$ cat src/rtl/vram_if.sv
// Bus bundle between the video generator, the CPU port and the video RAM.
// The arbiter takes the slave view; whatever drives requests and models the RAM takes the master view.
interface vram_if #(
  parameter int ADDR_W = 14,
  parameter int DATA_W = 12
);
  logic              vid_req;
  logic [ADDR_W-1:0] vid_addr;
  logic [DATA_W-1:0] vid_data;
  logic              vid_valid;
  logic              cpu_req;
  logic              cpu_we;
  logic [ADDR_W-1:0] cpu_addr;
  logic [DATA_W-1:0] cpu_wdata;
  logic              cpu_ack;
  logic [DATA_W-1:0] cpu_rdata;
  logic [15:0]       cpu_stall;
  logic [ADDR_W-1:0] mem_addr;
  logic [DATA_W-1:0] mem_wdata;
  logic              mem_we;
  logic [DATA_W-1:0] mem_q;

  // cpu_req/cpu_ack: the CPU raises cpu_req with cpu_we/cpu_addr/cpu_wdata stable and holds
  // all of them until the single-cycle cpu_ack pulse. In the cycle after the ack it either
  // drops cpu_req or presents a new request. vid_req is a per-cycle strobe with no ready.
  modport slave (
    input  vid_req, vid_addr, cpu_req, cpu_we, cpu_addr, cpu_wdata, mem_q,
    output vid_data, vid_valid, cpu_ack, cpu_rdata, cpu_stall, mem_addr, mem_wdata, mem_we
  );

  modport master (
    output vid_req, vid_addr, cpu_req, cpu_we, cpu_addr, cpu_wdata, mem_q,
    input  vid_data, vid_valid, cpu_ack, cpu_rdata, cpu_stall, mem_addr, mem_wdata, mem_we
  );
endinterface

$ cat src/rtl/vram_arbiter.sv
// Single-port video RAM arbiter: video reads have absolute priority and zero added latency,
// the CPU is granted only in cycles where the video side leaves the RAM port idle.
module vram_arbiter #(
  parameter int ADDR_W = 14,
  parameter int DATA_W = 12
) (
  input  logic       clk,
  input  logic       rst,
  vram_if.slave      bus,
  output logic [1:0] o_dbg_state
);

  typedef enum logic [1:0] {
    ST_IDLE    = 2'd0,
    ST_CAPTURE = 2'd1,
    ST_DONE    = 2'd2
  } state_t;

  state_t            r_state;
  state_t            w_next_state;
  logic              w_grant;
  logic              w_stall_cycle;
  logic              r_we_lat;
  logic [DATA_W-1:0] r_rdata;
  logic [15:0]       r_stall;
  logic              r_vid_valid;

  // rst is in the grant term so no write can reach the RAM while reset is held
  assign w_grant       = (r_state == ST_IDLE) & bus.cpu_req & ~bus.vid_req & ~rst;
  assign w_stall_cycle = (r_state == ST_IDLE) & bus.cpu_req & bus.vid_req;

  always_ff @(posedge clk or posedge rst) begin
    if (rst) begin
      r_state <= ST_IDLE;
    end else begin
      r_state <= w_next_state;
    end
  end

  always_comb begin
    w_next_state = r_state;
    case (r_state)
      ST_IDLE:    if (w_grant) w_next_state = ST_CAPTURE;
      ST_CAPTURE: w_next_state = ST_DONE;
      ST_DONE:    w_next_state = ST_IDLE;
      default:    w_next_state = ST_IDLE;
    endcase
  end

  always_ff @(posedge clk or posedge rst) begin
    if (rst) begin
      r_we_lat    <= 1'b0;
      r_rdata     <= '0;
      r_stall     <= '0;
      r_vid_valid <= 1'b0;
    end else begin
      r_vid_valid <= bus.vid_req;
      if (w_grant) begin
        r_we_lat <= bus.cpu_we;
      end
      // The RAM returns q one cycle after the address, i.e. during CAPTURE
      if ((r_state == ST_CAPTURE) && !r_we_lat) begin
        r_rdata <= bus.mem_q;
      end
      if (w_stall_cycle && (r_stall != 16'hFFFF)) begin
        r_stall <= r_stall + 16'd1;
      end
    end
  end

  assign bus.mem_addr  = w_grant ? bus.cpu_addr : bus.vid_addr;
  assign bus.mem_wdata = bus.cpu_wdata;
  assign bus.mem_we    = w_grant & bus.cpu_we;

  assign bus.vid_data  = bus.mem_q;
  assign bus.vid_valid = r_vid_valid;
  assign bus.cpu_ack   = (r_state == ST_DONE);
  assign bus.cpu_rdata = r_rdata;
  assign bus.cpu_stall = r_stall;

  assign o_dbg_state   = r_state;

endmodule

$ cat src/flat_wrapper.sv
// flat-port wrapper written by rule: the top's interface ports become plain ports
module vram_arbiter_flat 
#(
  parameter int ADDR_W = 14,
  parameter int DATA_W = 12
)
  (clk, rst, o_dbg_state, bus_vid_req, bus_vid_addr, bus_cpu_req, bus_cpu_we, bus_cpu_addr, bus_cpu_wdata, bus_mem_q, bus_vid_data, bus_vid_valid, bus_cpu_ack, bus_cpu_rdata, bus_cpu_stall, bus_mem_addr, bus_mem_wdata, bus_mem_we);
  vram_if #(.ADDR_W(ADDR_W), .DATA_W(DATA_W)) bus_i ();
  input  logic clk;
  input  logic rst;
  output logic [1:0] o_dbg_state;
  input wire logic [$bits(bus_i.vid_req)-1:0] bus_vid_req;
  input wire logic [$bits(bus_i.vid_addr)-1:0] bus_vid_addr;
  input wire logic [$bits(bus_i.cpu_req)-1:0] bus_cpu_req;
  input wire logic [$bits(bus_i.cpu_we)-1:0] bus_cpu_we;
  input wire logic [$bits(bus_i.cpu_addr)-1:0] bus_cpu_addr;
  input wire logic [$bits(bus_i.cpu_wdata)-1:0] bus_cpu_wdata;
  input wire logic [$bits(bus_i.mem_q)-1:0] bus_mem_q;
  output wire logic [$bits(bus_i.vid_data)-1:0] bus_vid_data;
  output wire logic [$bits(bus_i.vid_valid)-1:0] bus_vid_valid;
  output wire logic [$bits(bus_i.cpu_ack)-1:0] bus_cpu_ack;
  output wire logic [$bits(bus_i.cpu_rdata)-1:0] bus_cpu_rdata;
  output wire logic [$bits(bus_i.cpu_stall)-1:0] bus_cpu_stall;
  output wire logic [$bits(bus_i.mem_addr)-1:0] bus_mem_addr;
  output wire logic [$bits(bus_i.mem_wdata)-1:0] bus_mem_wdata;
  output wire logic [$bits(bus_i.mem_we)-1:0] bus_mem_we;
  assign bus_i.vid_req = bus_vid_req;
  assign bus_i.vid_addr = bus_vid_addr;
  assign bus_i.cpu_req = bus_cpu_req;
  assign bus_i.cpu_we = bus_cpu_we;
  assign bus_i.cpu_addr = bus_cpu_addr;
  assign bus_i.cpu_wdata = bus_cpu_wdata;
  assign bus_i.mem_q = bus_mem_q;
  assign bus_vid_data = bus_i.vid_data;
  assign bus_vid_valid = bus_i.vid_valid;
  assign bus_cpu_ack = bus_i.cpu_ack;
  assign bus_cpu_rdata = bus_i.cpu_rdata;
  assign bus_cpu_stall = bus_i.cpu_stall;
  assign bus_mem_addr = bus_i.mem_addr;
  assign bus_mem_wdata = bus_i.mem_wdata;
  assign bus_mem_we = bus_i.mem_we;
  vram_arbiter #(.ADDR_W(ADDR_W), .DATA_W(DATA_W)) u_core (.clk(clk), .rst(rst), .bus(bus_i), .o_dbg_state(o_dbg_state));
endmodule
$ cat config.mk
export PLATFORM = sky130hd
export DESIGN_NAME = vram_arbiter_flat
export DESIGN_NICKNAME = d
export VERILOG_FILES = /design/src/rtl/vram_if.sv /design/src/rtl/vram_arbiter.sv /design/src/flat_wrapper.sv
export SDC_FILE = /design/constraint.sdc
export NUM_CORES = 1
export LEC_CHECK = 0
export CAP_MARGIN = 20
export CORE_MARGIN = 3
export CORE_UTILIZATION = 38
export CTS_BUF_LIST = sky130_fd_sc_hd__clkbuf_8
export CTS_CLUSTER_DIAMETER = 40
export DETAILED_ROUTE_END_ITERATION = 12
export PLACE_DENSITY_LB_ADDON = 0.2
export SYNTH_ARGS = -nofsm -noshare
export SYNTH_HDL_FRONTEND = slang
export SYNTH_SLANG_ARGS = --single-unit
$ cat constraint.sdc
create_clock -name clk -period 5.7 [get_ports clk]
set_input_delay 1.425 -clock clk [delete_from_list [all_inputs] [get_ports clk]]
set_output_delay 1.425 -clock clk [all_outputs]
set_load 0.05 [all_outputs]
==> impl_metrics.csv, run 1 <==
group,metric,value,unit
worst_setup_path,path_cells,"clkdlybuf4s50_1, nor2_1, nand3_1, mux2_2, clkdlybuf4s50_1",
clock_network,cts_root_buf,"clkbuf_8",
routing,viasPerCell,5.00,
global_route,grt_overflow,0,
clock_network,clockBufferDepth,2,
logic_synthesis,avgSynthCellArea,11.6,um2
clock_network,cts.sink_count,32,
final_layout,fin_util,0.647,
run,cap_violations,0,
global_route,grt_pass1_wl,6710,um
final_layout,drive_gt1_frac,0.171,
sta,fin_crit_sh,0.896,
worst_setup_path,crit_fanout,16,
final_layout,area_growth,57.5,%
power,p_int,0.539,mW
logic_synthesis,synth_edf_count,0,
worst_setup_path,crit_path_top_delay_cell,"clkdlybuf4s50_1",
worst_setup_path,cp.depth,5,
routing,vias,1420,
worst_setup_path,cp-endpoint,"bus_mem_addr[2]",
routing,totalWireLength,4150,um
place,dp.final_hpwl,3320,um
sta,skew,0.00310,ns
final_layout,layout.cells.non_filler,284,
logic_synthesis,yosysMostFrequentCell,"dfrtp_1",
place,gp_congestion,0.715,
logic_synthesis,ys_warn_count,0,
power,power.density,351,nW/um2
power,comb_power_share,0.493,
clock_network,holdBufCountCts,0,
global_route,grt_max_degree,33,
place,dp_cells,277,
worst_setup_path,path_buf_inv,2,
worst_setup_path,path_delay_family,"buffers and inverters",
worst_setup_path,critPathLaunchType,"primary input",
logic_synthesis,synth_commonest_cells,"32 x dfrtp_1, 27 x mux2_2, 24 x buf_4",
floorplan,die_h,73.4,um
worst_setup_path,worstReg2RegStart,"u_core.o_dbg_state[0]",
clock_network,numCtsBuffers,5,
logic_synthesis,ys_dominant_reg_cell,"dfrtp_1",
worst_setup_path,crit_path_start,"bus_vid_req",
sta,period_needed,5.11,ns
sta,hold_ws,0.506,ns
power,pwr-share-clk,0.165,
clock_network,ctsResizeCount,0,
logic_synthesis,seq_area_frac_synth,0.464,
sta,finalSetupViolCount,0,
floorplan,pin_count,128,
sta,fmax,0.196,GHz
worst_setup_path,cp_data_arrival_time,3.68,ns
logic_synthesis,yosysTopAreaCell,"dfrtp_1",
sta,worst_slew_pin_slew,0.971,ns
worst_setup_path,crit_top_cell,"clkdlybuf4s50_1",
final_layout,fillers,359,
final_layout,n_antenna_cell,0,
global_route,track_usage,0.161,
logic_synthesis,synth.top_cell.area_share,0.464,
sta,finalSetupTns,0,ns
worst_setup_path,reg2regPathDepth,4,
worst_hold_path,min_path_cells,1,
routing,wl_per_cell,14.6,um
power,seqPwrFrac,0.342,
logic_synthesis,ys_top_cells_by_area,"dfrtp_1 46%, mux2_2 18%, buf_4 10%",
logic_synthesis,syn_nets,207,
sta,rsz0062_at_grt,"no",
logic_synthesis,ys_ff_latch,32,
worst_setup_path,worst_path_largest_cell_delay,0.81,ns
worst_setup_path,r2r_slack,3.66,ns
routing,ant_nets,0,
floorplan,die_w,73.4,um
clock_network,cts_setup_buffers,0,
global_route,grt_pass1_vias,1483,
power,p_sw,0.414,mW
routing,drc_errors,0,
logic_synthesis,yosysUniqueCellTypes,31,
logic_synthesis,netlist_area,1730,um2
floorplan,die-area,5390,um2
run_status,status,"finished, final reports clean",
worst_setup_path,worstSetupEndpointType,"output port",
sta,slew_headroom,0.351,
power,ir_worst_vdd,0.126,mV
floorplan,initial_core_util,0.411,
place,pre_cts_ws,0.580,ns
final_layout,finalInstanceArea,2720,um2
clock_network,clkTransAtPathRegs,0.06,ns
global_route,antenna_found_initial,0,
worst_setup_path,crit_type,"in -> out",
final_layout,final_nets,292,
power,swShare,0.434,
sta,hold_viol_final,0,
power,p_total,0.953,mW
logic_synthesis,syn_inst,149,
sta,worst_slack,0.595,ns
clock_network,cts_tree,"built",
sta,maxSlewViolCount,0,
worst_hold_path,hold_class,"reg -> reg",
routing,drt_pass1_iterations,4,
clock_network,cts_htree_levels,2,
place,place_area,2640,um2
clock_network,clock_latency,0.27,ns
power,leakage,1.13,nW
routing,drt_iter0_markers,60,
worst_setup_path,critical_path_required,4.28,ns
logic_synthesis,synthArstFlopShare,1.00,
place,io_buffers,103,
floorplan,core_area,4200,um2
worst_setup_path,reg2reg_to,"u_core.bus.cpu_stall[13]",
floorplan,rows,23,
## power groups by stage
stage                     clock network (mW)  registers [mW]  logic [mW]
after global routing                   0.173           0.335       0.494
after floorplan                            0           0.506       0.146
after global placement                     0           0.329       0.471
after detailed placement                   0           0.332       0.474
after CTS                              0.164           0.328       0.475
final                                  0.157           0.326       0.470
## cells by family after synthesis
logic type,synth area share
AOI/OAI and AO/OA,0.0196
xor gates and xnor gates,0.0659
adders and majority gates,0.00725
buffers and inverters,0.119
DFF,0.464
muxes,0.176
and+or+nand+nor,0.149
## layer usage
layer,wire (um),up-vias,GRT usage,part of all wire
met1,1450,667,0.163,0.35
li1,-,668,-,-
met3,511,6,0.0711,0.12
met2,2120,79,0.285,0.51
met5,0,-,0,0
met4,62,0,0.0704,0.015
## how the worst min path moves through the flow
stage	startpoint	endpoint	slack (ns)
final	u_core.bus.cpu_rdata[3]	u_core.bus.cpu_rdata[3]	0.51
after global routing	u_core.bus.cpu_rdata[0]	u_core.bus.cpu_rdata[0]	0.51
after CTS	u_core.bus.cpu_rdata[0]	u_core.bus.cpu_rdata[0]	0.51
after detailed placement	u_core.r_we_lat	u_core.r_we_lat	0.48
after global placement	u_core.r_we_lat	u_core.r_we_lat	0.47
after floorplan	u_core.r_we_lat	u_core.r_we_lat	0.45
## layout by cell type, fill, tap and decap left out, types with 2 or more instances in the layout
cell type and n:
buf_4 2, clkbuf_8 5, clkdlybuf4s50_1 103, dfrtp_1 32, inv_1 4, mux2_2 27
nand2_1 3, nand3_1 8, nand4_1 4, nor2_1 7, nor2b_1 2, nor3_1 3
nor4_1 3, nor4_2 2, xnor2_1 4, xor2_1 9
## registers in the layout, indices dropped and copies added (netlist names)
register and cells:
u_core.bus.cpu_stall 16, u_core.bus.cpu_rdata 12, u_core.bus.vid_valid 1, u_core.r_we_lat 1, u_core.o_dbg_state 2
## layout make-up
class                           count  area (um2)  share of cell area
Sequential cell                    32         801               0.295
Timing Repair Buffer              105        1050               0.385
Multi-Input combinational cell     87         721               0.265
Inverter                            3        11.3             0.00414
Tap cell                           50        62.6              0.0230
Clock inverter                      2        8.76             0.00322
Clock buffer                        5        68.8              0.0253
(Power assumes the default switching activity.)
==> run 2: changes to the inputs <==
--- a/config.mk
+++ b/config.mk
@@ -15,3 +15,4 @@
 export SYNTH_ARGS = -nofsm -noshare
 export SYNTH_HDL_FRONTEND = slang
 export SYNTH_SLANG_ARGS = --single-unit
+export TNS_END_PERCENT = 20
==> results of run 2 <==
Final layout, timing and power as in run 1 (identical DEF).
==> run 3: changes to the inputs <==
--- a/config.mk
+++ b/config.mk
@@ -11,6 +11,7 @@
 export CTS_BUF_LIST = sky130_fd_sc_hd__clkbuf_8
 export CTS_CLUSTER_DIAMETER = 40
 export DETAILED_ROUTE_END_ITERATION = 12
+export HOLD_SLACK_MARGIN = 0.08
 export PLACE_DENSITY_LB_ADDON = 0.2
 export SYNTH_ARGS = -nofsm -noshare
 export SYNTH_HDL_FRONTEND = slang
==> results of run 3 <==
Final layout, timing and power as in run 1 (identical DEF).
